File: config.mk
export PLATFORM = sky130hd
export DESIGN_NAME = uart_tx_arbiter_flat
export DESIGN_NICKNAME = d
export VERILOG_FILES = /design/src/rtl/uart_tx_arbiter_if.sv /design/src/rtl/uart_tx_arbiter.sv /design/src/flat_wrapper.sv
export SDC_FILE = /design/constraint.sdc
export NUM_CORES = 1
export LEC_CHECK = 0
export ABC_AREA = 1
export BUFFER_PORTS_ARGS = -buffer_cell sky130_fd_sc_hd__buf_2
export CAP_MARGIN = 10
export CELL_PAD_IN_SITES_DETAIL_PLACEMENT = 2
export CELL_PAD_IN_SITES_GLOBAL_PLACEMENT = 2
export CORE_MARGIN = 4
export CORE_UTILIZATION = 26
export CTS_CLUSTER_DIAMETER = 50
export CTS_CLUSTER_SIZE = 14
export DETAILED_ROUTE_END_ITERATION = 8
export PLACE_DENSITY_LB_ADDON = 0.1
export RECOVER_POWER = 100
export SLEW_MARGIN = 20
export SYNTH_ARGS = -nofsm -noshare
export SYNTH_HDL_FRONTEND = slang
export SYNTH_SLANG_ARGS = --single-unit
File: constraint.sdc
create_clock -name clk_i -period 4.14 [get_ports clk_i]
set_input_delay 0.828 -clock clk_i [delete_from_list [all_inputs] [get_ports clk_i]]
set_output_delay 0.828 -clock clk_i [all_outputs]
set_load 0.02 [all_outputs]
File: src/rtl/uart_tx_arbiter_if.sv
// Requester-side and UART-register-side signals of uart_tx_arbiter.
// Signal suffixes (_i/_o) are named from the arbiter's point of view.
//   req_valid_i / req_data_i / req_ready_o : per-requester byte handshake
//   bus_wr_*_o / bus_rd_*_o / bus_rd_data_i : UART register port
//   fifo_level_o / busy_o                   : status
// Modports:
//   slave  - the arbiter itself
//   master - the environment (requesters + UART register file)
interface uart_tx_arbiter_if #(
    parameter int unsigned NUM_REQ    = 2,
    parameter int unsigned FIFO_DEPTH = 4
);
    logic [NUM_REQ-1:0]           req_valid_i;
    logic [8*NUM_REQ-1:0]         req_data_i;
    logic [NUM_REQ-1:0]           req_ready_o;
    logic                         bus_wr_en_o;
    logic [31:0]                  bus_wr_addr_o;
    logic [31:0]                  bus_wr_data_o;
    logic                         bus_rd_en_o;
    logic [31:0]                  bus_rd_addr_o;
    logic [31:0]                  bus_rd_data_i;
    logic [$clog2(FIFO_DEPTH):0]  fifo_level_o;
    logic                         busy_o;

    modport slave (
        input  req_valid_i, req_data_i, bus_rd_data_i,
        output req_ready_o, bus_wr_en_o, bus_wr_addr_o, bus_wr_data_o,
               bus_rd_en_o, bus_rd_addr_o, fifo_level_o, busy_o
    );

    modport master (
        output req_valid_i, req_data_i, bus_rd_data_i,
        input  req_ready_o, bus_wr_en_o, bus_wr_addr_o, bus_wr_data_o,
               bus_rd_en_o, bus_rd_addr_o, fifo_level_o, busy_o
    );
endinterface

File: src/rtl/uart_tx_arbiter.sv
// uart_tx_arbiter: shares the UART transmit path between NUM_REQ byte
// producers. Requesters are arbitrated round-robin into a byte FIFO; the FIFO
// is drained by polling UART STATUS and writing TX_REG while TX is idle. After
// every reset the UART CTRL register is written once to enable TX.
// Ports:
//   clk_i  - single clock, rising edge
//   rst_i  - synchronous active-high reset
//   io     - uart_tx_arbiter_if.slave: requester handshake, UART register
//            read/write port, fifo_level_o and busy_o status
module uart_tx_arbiter #(
    parameter int unsigned NUM_REQ    = 2,
    parameter int unsigned FIFO_DEPTH = 4,
    parameter int unsigned POLL_GAP   = 8,
    parameter logic [31:0] UART_BASE  = 32'h0
) (
    input  logic                clk_i,
    input  logic                rst_i,
    uart_tx_arbiter_if.slave    io
);

    localparam int unsigned PTR_W = (NUM_REQ > 1) ? $clog2(NUM_REQ) : 1;
    localparam int unsigned AW    = $clog2(FIFO_DEPTH);
    localparam int unsigned CW    = AW + 1;
    localparam int unsigned GAP_W = (POLL_GAP > 1) ? $clog2(POLL_GAP) : 1;

    localparam logic [31:0] ADDR_CTRL   = UART_BASE + 32'h00;
    localparam logic [31:0] ADDR_STATUS = UART_BASE + 32'h04;
    localparam logic [31:0] ADDR_TX     = UART_BASE + 32'h0C;

    typedef enum logic [2:0] {
        S_INIT,
        S_IDLE,
        S_RD_REQ,
        S_RD_WAIT,
        S_BACKOFF,
        S_WRITE
    } state_t;

    state_t              state_q, state_d;
    logic [GAP_W-1:0]    gap_q, gap_d;
    logic [PTR_W-1:0]    rr_ptr_q, rr_ptr_d;
    logic [AW-1:0]       wr_ptr_q, wr_ptr_d;
    logic [AW-1:0]       rd_ptr_q, rd_ptr_d;
    logic [CW-1:0]       count_q, count_d;
    logic [7:0]          mem_q [FIFO_DEPTH];
    logic [7:0]          mem_d [FIFO_DEPTH];

    logic                fifo_full;
    logic                fifo_empty;
    logic                can_accept;
    logic                grant_valid;
    logic [PTR_W-1:0]    grant_idx;
    logic [PTR_W:0]      idx;
    logic                push;
    logic                pop;
    logic [7:0]          push_byte;
    logic [7:0]          head_byte;
    logic                unused_rd_bits;

    assign fifo_full  = (count_q == CW'(FIFO_DEPTH));
    assign fifo_empty = (count_q == '0);
    assign can_accept = !fifo_full && (state_q != S_INIT) && !rst_i;
    assign push       = grant_valid && can_accept;
    assign pop        = (state_q == S_WRITE);
    assign push_byte  = io.req_data_i[{grant_idx, 3'b000} +: 8];
    assign head_byte  = mem_q[rd_ptr_q];

    // Only STATUS bit 0 (TX busy) is meaningful here.
    assign unused_rd_bits = ^io.bus_rd_data_i[31:1];

    // Round-robin: first valid requester at or after rr_ptr, wrapping.
    always_comb begin
        grant_valid = 1'b0;
        grant_idx   = '0;
        idx         = '0;
        for (int unsigned k = 0; k < NUM_REQ; k++) begin
            idx = {1'b0, rr_ptr_q} + (PTR_W+1)'(k);
            if (idx >= (PTR_W+1)'(NUM_REQ)) begin
                idx = idx - (PTR_W+1)'(NUM_REQ);
            end
            if (!grant_valid && io.req_valid_i[idx[PTR_W-1:0]]) begin
                grant_valid = 1'b1;
                grant_idx   = idx[PTR_W-1:0];
            end
        end
    end

    always_comb begin
        rr_ptr_d = rr_ptr_q;
        if (push) begin
            if (grant_idx == PTR_W'(NUM_REQ - 1)) begin
                rr_ptr_d = '0;
            end else begin
                rr_ptr_d = grant_idx + 1'b1;
            end
        end
    end

    // Byte FIFO; fullness comes from the registered count, so a pop in the
    // same cycle never makes room for a push.
    always_comb begin
        mem_d    = mem_q;
        wr_ptr_d = wr_ptr_q;
        rd_ptr_d = rd_ptr_q;
        count_d  = count_q;
        if (push) begin
            mem_d[wr_ptr_q] = push_byte;
            wr_ptr_d        = wr_ptr_q + 1'b1;
        end
        if (pop) begin
            rd_ptr_d = rd_ptr_q + 1'b1;
        end
        case ({push, pop})
            2'b10:   count_d = count_q + 1'b1;
            2'b01:   count_d = count_q - 1'b1;
            default: count_d = count_q;
        endcase
    end

    always_comb begin
        state_d = state_q;
        gap_d   = gap_q;
        case (state_q)
            S_INIT:    state_d = S_IDLE;
            S_IDLE:    if (!fifo_empty) state_d = S_RD_REQ;
            S_RD_REQ:  state_d = S_RD_WAIT;
            S_RD_WAIT: begin
                if (io.bus_rd_data_i[0]) begin
                    state_d = S_BACKOFF;
                    gap_d   = GAP_W'(POLL_GAP - 1);
                end else begin
                    state_d = S_WRITE;
                end
            end
            S_BACKOFF: begin
                if (gap_q == '0) begin
                    state_d = S_RD_REQ;
                end else begin
                    gap_d = gap_q - 1'b1;
                end
            end
            S_WRITE:   state_d = S_IDLE;
            default:   state_d = S_INIT;
        endcase
    end

    always_ff @(posedge clk_i) begin
        if (rst_i) begin
            state_q  <= S_INIT;
            gap_q    <= '0;
            rr_ptr_q <= '0;
            wr_ptr_q <= '0;
            rd_ptr_q <= '0;
            count_q  <= '0;
        end else begin
            state_q  <= state_d;
            gap_q    <= gap_d;
            rr_ptr_q <= rr_ptr_d;
            wr_ptr_q <= wr_ptr_d;
            rd_ptr_q <= rd_ptr_d;
            count_q  <= count_d;
        end
    end

    // Storage needs no reset: entries are only read once the count covers them.
    always_ff @(posedge clk_i) begin
        mem_q <= mem_d;
    end

    // Outputs are decoded from state and FIFO head; rst_i masks them so the
    // CTRL write and busy indication only appear once reset is released.
    always_comb begin
        io.req_ready_o   = '0;
        io.bus_wr_en_o   = 1'b0;
        io.bus_wr_addr_o = '0;
        io.bus_wr_data_o = '0;
        io.bus_rd_en_o   = 1'b0;
        io.bus_rd_addr_o = '0;
        io.busy_o        = 1'b0;
        if (!rst_i) begin
            if (push) begin
                io.req_ready_o[grant_idx] = 1'b1;
            end
            io.busy_o = !fifo_empty || (state_q != S_IDLE);
            case (state_q)
                S_INIT: begin
                    io.bus_wr_en_o   = 1'b1;
                    io.bus_wr_addr_o = ADDR_CTRL;
                    io.bus_wr_data_o = 32'h1;
                end
                S_RD_REQ: begin
                    io.bus_rd_en_o   = 1'b1;
                    io.bus_rd_addr_o = ADDR_STATUS;
                end
                S_WRITE: begin
                    io.bus_wr_en_o   = 1'b1;
                    io.bus_wr_addr_o = ADDR_TX;
                    io.bus_wr_data_o = {24'h0, head_byte};
                end
                default: ;
            endcase
        end
    end

    assign io.fifo_level_o = count_q;

endmodule
File: src/flat_wrapper.sv
// flat-port wrapper written by rule: the top's interface ports become plain ports
module uart_tx_arbiter_flat 
#(
    parameter int unsigned NUM_REQ    = 2,
    parameter int unsigned FIFO_DEPTH = 4,
    parameter int unsigned POLL_GAP   = 8,
    parameter logic [31:0] UART_BASE  = 32'h0
)
  (clk_i, rst_i, io_req_valid_i, io_req_data_i, io_bus_rd_data_i, io_req_ready_o, io_bus_wr_en_o, io_bus_wr_addr_o, io_bus_wr_data_o, io_bus_rd_en_o, io_bus_rd_addr_o, io_fifo_level_o, io_busy_o);
  uart_tx_arbiter_if #(.NUM_REQ(NUM_REQ), .FIFO_DEPTH(FIFO_DEPTH)) io_i ();
  input  logic clk_i;
  input  logic rst_i;
  input wire logic [$bits(io_i.req_valid_i)-1:0] io_req_valid_i;
  input wire logic [$bits(io_i.req_data_i)-1:0] io_req_data_i;
  input wire logic [$bits(io_i.bus_rd_data_i)-1:0] io_bus_rd_data_i;
  output wire logic [$bits(io_i.req_ready_o)-1:0] io_req_ready_o;
  output wire logic [$bits(io_i.bus_wr_en_o)-1:0] io_bus_wr_en_o;
  output wire logic [$bits(io_i.bus_wr_addr_o)-1:0] io_bus_wr_addr_o;
  output wire logic [$bits(io_i.bus_wr_data_o)-1:0] io_bus_wr_data_o;
  output wire logic [$bits(io_i.bus_rd_en_o)-1:0] io_bus_rd_en_o;
  output wire logic [$bits(io_i.bus_rd_addr_o)-1:0] io_bus_rd_addr_o;
  output wire logic [$bits(io_i.fifo_level_o)-1:0] io_fifo_level_o;
  output wire logic [$bits(io_i.busy_o)-1:0] io_busy_o;
  assign io_i.req_valid_i = io_req_valid_i;
  assign io_i.req_data_i = io_req_data_i;
  assign io_i.bus_rd_data_i = io_bus_rd_data_i;
  assign io_req_ready_o = io_i.req_ready_o;
  assign io_bus_wr_en_o = io_i.bus_wr_en_o;
  assign io_bus_wr_addr_o = io_i.bus_wr_addr_o;
  assign io_bus_wr_data_o = io_i.bus_wr_data_o;
  assign io_bus_rd_en_o = io_i.bus_rd_en_o;
  assign io_bus_rd_addr_o = io_i.bus_rd_addr_o;
  assign io_fifo_level_o = io_i.fifo_level_o;
  assign io_busy_o = io_i.busy_o;
  uart_tx_arbiter #(.NUM_REQ(NUM_REQ), .FIFO_DEPTH(FIFO_DEPTH), .POLL_GAP(POLL_GAP), .UART_BASE(UART_BASE)) u_core (.clk_i(clk_i), .rst_i(rst_i), .io(io_i));
endmodule
==> results of run 1 <==
## worst min path at each step
stage | startpoint | endpoint | slack [ns] | cells after the start
floorplan | u_core.gap_q[1] | u_core.gap_q[1] | 0.45 | 2
global placement | u_core.gap_q[2] | u_core.gap_q[2] | 0.47 | 2
detailed placement | u_core.gap_q[2] | u_core.gap_q[2] | 0.48 | 2
CTS | u_core.gap_q[2] | u_core.gap_q[2] | 0.50 | 2
global route | u_core.gap_q[2] | u_core.gap_q[2] | 0.55 | 2
finish | u_core.gap_q[2] | u_core.gap_q[2] | 0.50 | 2
## synthesized netlist by cell type
library cell | count | area share
conb_1 | 1 | 0.0013
nand3_1 | 10 | 0.018
nand2_1 | 21 | 0.028
o21ai_0 | 21 | 0.037
nand2_2 | 2 | 0.0044
inv_1 | 28 | 0.037
fa_1 | 1 | 0.0071
buf_4 | 89 | 0.24
nand3_2 | 1 | 0.0035
clkbuf_1 | 1 | 0.0013
nor2_2 | 2 | 0.0044
clkinv_1 | 2 | 0.0026
buf_6 | 1 | 0.0040
clkinv_2 | 1 | 0.0018
dfxtp_1 | 14 | 0.099
nand4_1 | 2 | 0.0044
nand3b_1 | 1 | 0.0026
buf_2 | 2 | 0.0035
ha_1 | 7 | 0.031
edfxtp_1 | 32 | 0.34
a21oi_1 | 18 | 0.032
nor2_1 | 55 | 0.073
mux2_2 | 8 | 0.032
## layout by cell type, fill, tap and decap left out
cell type  instances
o21ai_0           21
inv_1             28
a21oi_1           18
bufinv_16          1
nand4_1            2
nand2_1           22
nor2_1            56
nor2_2             1
fa_1               1
clkbuf_8           5
nand2_2            1
edfxtp_1          32
mux2_1             8
clkinv_2           2
nand3b_1           1
clkinv_1           2
ha_1               7
dfxtp_1           14
nand3_1           11
clkbuf_1          18
buf_2             21
inv_6              1
conb_1            85
## area by class of cell
| class | instances | area (um^2) |
|---|---|---|
| flip-flops and latches | 46 | 1241 |
| fillers | 1238 | 7556 |
| inverters | 31 | 117.6 |
| repair buffers | 39 | 172.7 |
| multi-input cells | 234 | 1092 |
| clock inverters | 3 | 43.79 |
| clock buffers | 5 | 68.82 |
| well taps | 136 | 170.2 |
## report_power, final
part           switching [mW]  total [mW]  internal, mW
clock                   0.159       0.340         0.181
sequential             0.0384       0.599         0.561
combinational           0.315       0.426         0.111
## sequential cells by signal, summed over array words and instances (netlist names)
register	cells
u_core.wr_ptr_q	2
u_core.gap_q	3
u_core.rr_ptr_q	1
u_core.mem_q	32
u_core.state_q	3
u_core.rd_ptr_q	2
u_core.io.fifo_level_o	3
## worst reg2reg max path, stage by stage (launching register included)
cell and delay [ns]:
dfxtp_1 0.36, nor2_2 0.17, nand2_2 0.14, nand3_1 0.37
ha_1 0.26, inv_1 0.07, fa_1 0.38, nand2_1 0.08
nand3_1 0.10, o21ai_0 0.17, a21oi_1 0.06
## per-layer routing
metal / vias to the layer above / GRT usage / routed length [um]
met3: 7 / 0.02318 / 505
met2: 92 / 0.1752 / 3093
met4: 0 / 0.03686 / 116
met1: 897 / 0.1147 / 2794
met5: - / 0 / 0
li1: 926 / - / -
## cells by family after synthesis
kind of cell               after synthesis  synth area share
AOI/OAI and AO/OA                       39           0.06875
adders and majority gates                8           0.03790
buffers and inverters                  124            0.2856
DFF                                     46            0.4372
muxes                                    8           0.03173
other                                    1          0.001321
and+or+nand+nor                         94            0.1375
## per-stage QoR
step	hold WS (ns)	std cells	setup slack (ns)	cell area (um^2)	util
2_1_floorplan	0.4516	404	1.538	3154	-
3_5_place_dp	0.4796	486	1.431	2826	0.2702
3_3_place_gp	0.4693	486	1.459	2826	0.2702
6_report	0.4984	494	1.131	2907	0.2778
5_1_grt	0.5501	494	0.9524	2907	0.2778
4_1_cts	0.5037	494	1.078	2939	0.2809
==> results.yml, run 1 <==
logic_synthesis:
  syn_area_um2: 2839
  syn_area_per_cell_um2: 8.872
  syn_inst: 320
  ys_warn_count: 0
  synth_seq_cells: 46
  synth_cell_types: 23
  yosysSeqAreaShare: 0.4372
global_route:
  overflow: 0
  antenna_found_initial: 0
  track_usage: 0.09854
  grt_pass1_wl_um: 9791
  grt_pass1_vias: 1923
  grt_max_degree: 19
floorplan:
  die_x_um: 112.5
  die_area_um2: 12660
  die_h_um: 112.5
  ios: 156
  start_util: 0.2713
  floorplan.rows: 37
  core_area_um2: 10460
clocking:
  cts_root_buf: "clkbuf_8"
  clkTransAtPathRegs_ns: 0.09
  tritoncts: "done"
  htree_levels: 2
  ctsHoldBuffers: 0
  cts.sinks: 46
  cts_buffer_depth: 2
  cts_setup_buffers: 0
  cts_buffers: 5
  clock_latency_ns: 0.30
  post_cts_resized: 0
critical_path:
  path_class: "flop to output pin"
  path_buf_inv: 2
  rr_worst_depth: 10
  crit_cells: 4
  crit_required_ns: 3.31
  path_cells: "clkinv_2 -> o21ai_0 -> a21oi_1 -> clkbuf_1"
  cpMaxStageDelayCell: "dfxtp_1"
  critPathCapture: "io_bus_wr_data_o[3]"
  crit_fanout: 18
  reg2reg_slack_ns: 1.87
  worstReg2RegEnd: "u_core.io.fifo_level_o[2]"
  cp_top_family: "flip-flops"
  worstPathArrival_ns: 2.18
  crit_start: "u_core.rd_ptr_q[0]"
  startpoint_type: "flop"
  cp-end-kind: "output pin"
  r2r-start: "u_core.state_q[0]"
  max_stage_delay_ns: 0.79
detailed_routing:
  num_vias: 1922
  wl_per_cell_um: 13.18
  dr.pass1.iters: 4
  wl_um: 6509
  drt-initial-drc-count: 40
  ant_nets: 0
  drc_errors: 0
  viasPerCell: 3.891
power:
  leakage_nw: 1.266
  irDropWorstVdd_mv: 0.1496
  p_total_mw: 1.366
  power.density_nw_per_um2: 469.9
timing:
  max-slew-margin-rel: 0.3914
  rsz0062_at_grt: "no"
  worst_pin_slew_ns: 0.9095
  fmax_mhz: 332.3
  setup_viol: 0
  period_needed_ns: 3.009
  tns_ns: 0
  finClkSkew_ns: 0.005757
  hold_violations: 0
  drv_slew: 0
  post-route-period-util: 0.7268
placed_design:
  gp_congestion: 0.6881
  dp.final_hpwl_um: 4938
  portBuffers: 39
cells_and_area:
  drive_gt1_frac: 0.08939
  fin_nets: 417
  antennaDiodeCount: 0
  synthToLayoutAreaGrowth_pct: 2.380
run:
  max-cap-violations: 0
worst_hold_path:
  hold_path_class: "flop to flop"
status:
  status: "complete, no violations"
No activity file was read; power rests on OpenSTA's default activity.
==> inputs of run 2 (changes only) <==
- CORE_UTILIZATION: 26 -> 24
- clock period: 4.14 -> 2.9 ns (I/O delays scaled with it)
==> run 2 against run 1 <==
Against the previous run:
- first-iteration DRC count up 33%
- sequential cell count unchanged
- power rose by 56%
- combinational power up 46%
- hold slack got worse by 0.020 ns
- non-clock buffer count is 5 higher
- setup slack worse by 0.82 ns
- largest cell class unchanged
==> results.yml, run 2 (synthesis gave the netlist of run 1 again) <==
timing:
  rsz0062_at_grt: "no"
  fmax_mhz: 386.2
  finClkSkew_ns: 0.004204
  period_needed_ns: 2.589
  drv_slew: 0
  setup_viol: 0
  fin_hold_ws_ns: 0.4788
  post-route-period-util: 0.8928
  worst_pin_slew_ns: 0.5899
  max-slew-margin-rel: 0.6068
  hold_violations: 0
  setup_ws_ns: 0.3110
  tns_ns: 0
floorplan:
  die_x_um: 116.8
  floorplan.rows: 39
  start_util: 0.2465
  ios: 156
  core_area_um2: 11520
  die_area_um2: 13630
  die_h_um: 116.8
clocking:
  cts_setup_buffers: 0
  post_cts_resized: 0
  ctsHoldBuffers: 0
  tritoncts: "done"
  cts_buffer_depth: 2
  cts_buffers: 5
  cts_root_buf: "clkbuf_16"
  clkTransAtPathRegs_ns: 0.07
  clock_latency_ns: 0.28
  cts.sinks: 46
  htree_levels: 2
power:
  pwr-share-comb: 0.292
  power_frac_seq: 0.399
  p_total_mw: 2.132
  leakage_nw: 1.308
  power_switching_mw: 0.7563
  irDropWorstVdd_mv: 0.2285
  p_int_mw: 1.375
  switching_share: 0.3548
  power.density_nw_per_um2: 710.8
  p_clk_frac: 0.308
placed_design:
  gp_congestion: 0.6668
  place_area_um2: 2873
  portBuffers: 39
  dp.cells: 498
  detailedPlace.worstSlack_ns: 0.5247
  dp.final_hpwl_um: 5082
critical_path:
  path_class: "flop to output pin"
  startpoint_type: "flop"
  crit_fanout: 10
  worstReg2RegEnd: "u_core.io.fifo_level_o[2]"
  rr_worst_depth: 10
  r2r-start: "u_core.state_q[0]"
  max_stage_delay_ns: 0.58
  crit_start: "u_core.rd_ptr_q[1]"
  reg2reg_slack_ns: 0.63
  cpMaxStageDelayCell: "dfxtp_1"
  critPathCapture: "io_bus_wr_data_o[6]"
  path_cells: "clkinv_1 -> nor2_1 -> o21ai_0 -> a21oi_1 -> clkbuf_1"
  cp-end-kind: "output pin"
  worstPathArrival_ns: 2.01
  crit_required_ns: 2.32
cells_and_area:
  regMostFlops: "u_core.mem_q"
  fin_nets: 422
  antennaDiodeCount: 0
  synthToLayoutAreaGrowth_pct: 5.641
  layout.cells.most_common: "conb_1"
  drive_gt1_frac: 0.09917
  final_cell_mix: "conb_1, nor2_1, edfxtp_1"
  largest_reg_flops: 32
  stdcell_count: 506
  post-route-util: 0.2604
  final_area_um2: 2999
detailed_routing:
  drc_errors: 0
  viasPerCell: 3.903
  wl_per_cell_um: 12.97
  ant_nets: 0
  wl_um: 6564
  num_vias: 1975
  drt-initial-drc-count: 53
  dr.pass1.iters: 4
global_route:
  grt_pass1_wl_um: 10250
  grt_max_degree: 18
  grt_pass1_vias: 2038
  overflow: 0
  track_usage: 0.09605
  antenna_found_initial: 0
run:
  max-cap-violations: 0
status:
  status: "complete, no violations"
worst_hold_path:
  hold_path_class: "flop to flop"
-- run 2: worst min-delay path by stage --
stage,startpoint,end,slack (ns),cells past startpoint
after floorplan,u_core.gap_q[1],u_core.gap_q[1],0.45,2
after detailed placement,u_core.gap_q[2],u_core.gap_q[2],0.47,2
after global routing,u_core.gap_q[2],u_core.gap_q[2],0.52,2
after global placement,u_core.gap_q[1],u_core.gap_q[1],0.47,2
after CTS,u_core.gap_q[2],u_core.gap_q[2],0.49,2
final,u_core.gap_q[2],u_core.gap_q[2],0.48,2
-- run 2: final cells by class --
type	count	area, um^2
Clock buffer	5	125.1
Clock inverter	3	43.79
Fill cell	1354	8517
Inverter	31	117.6
Multi-Input combinational cell	234	1095
Sequential cell	46	1241
Tap cell	143	178.9
Timing Repair Buffer	44	197.7
-- run 2: routing by layer --
metal	routed length [um]	up-vias	GRT usage	share of wire
met2	3131	90	0.1680	0.48
met5	0	-	0	0
met3	434	6	0.01658	0.066
li1	-	941	-	-
met1	2915	938	0.1212	0.44
met4	82	0	0.02752	0.012
-- run 2: power groups by stage --
stage / Combinational, mW / Sequential [mW] / Clock [mW]
2_1_floorplan: 0.571 / 0.865 / 0
3_3_place_gp: 0.648 / 0.865 / 0
3_5_place_dp: 0.662 / 0.866 / 0
4_1_cts: 0.664 / 0.852 / 0.681
5_1_grt: 0.728 / 0.864 / 0.714
6_report: 0.623 / 0.851 / 0.657
-- run 2: critical path: cells and delay by family, from the launching register on --
kind | cells | cell delay (ns)
flops | 1 | 0.58
buf+inv | 2 | 0.69
compound gates | 2 | 0.25
simple gates | 1 | 0.21
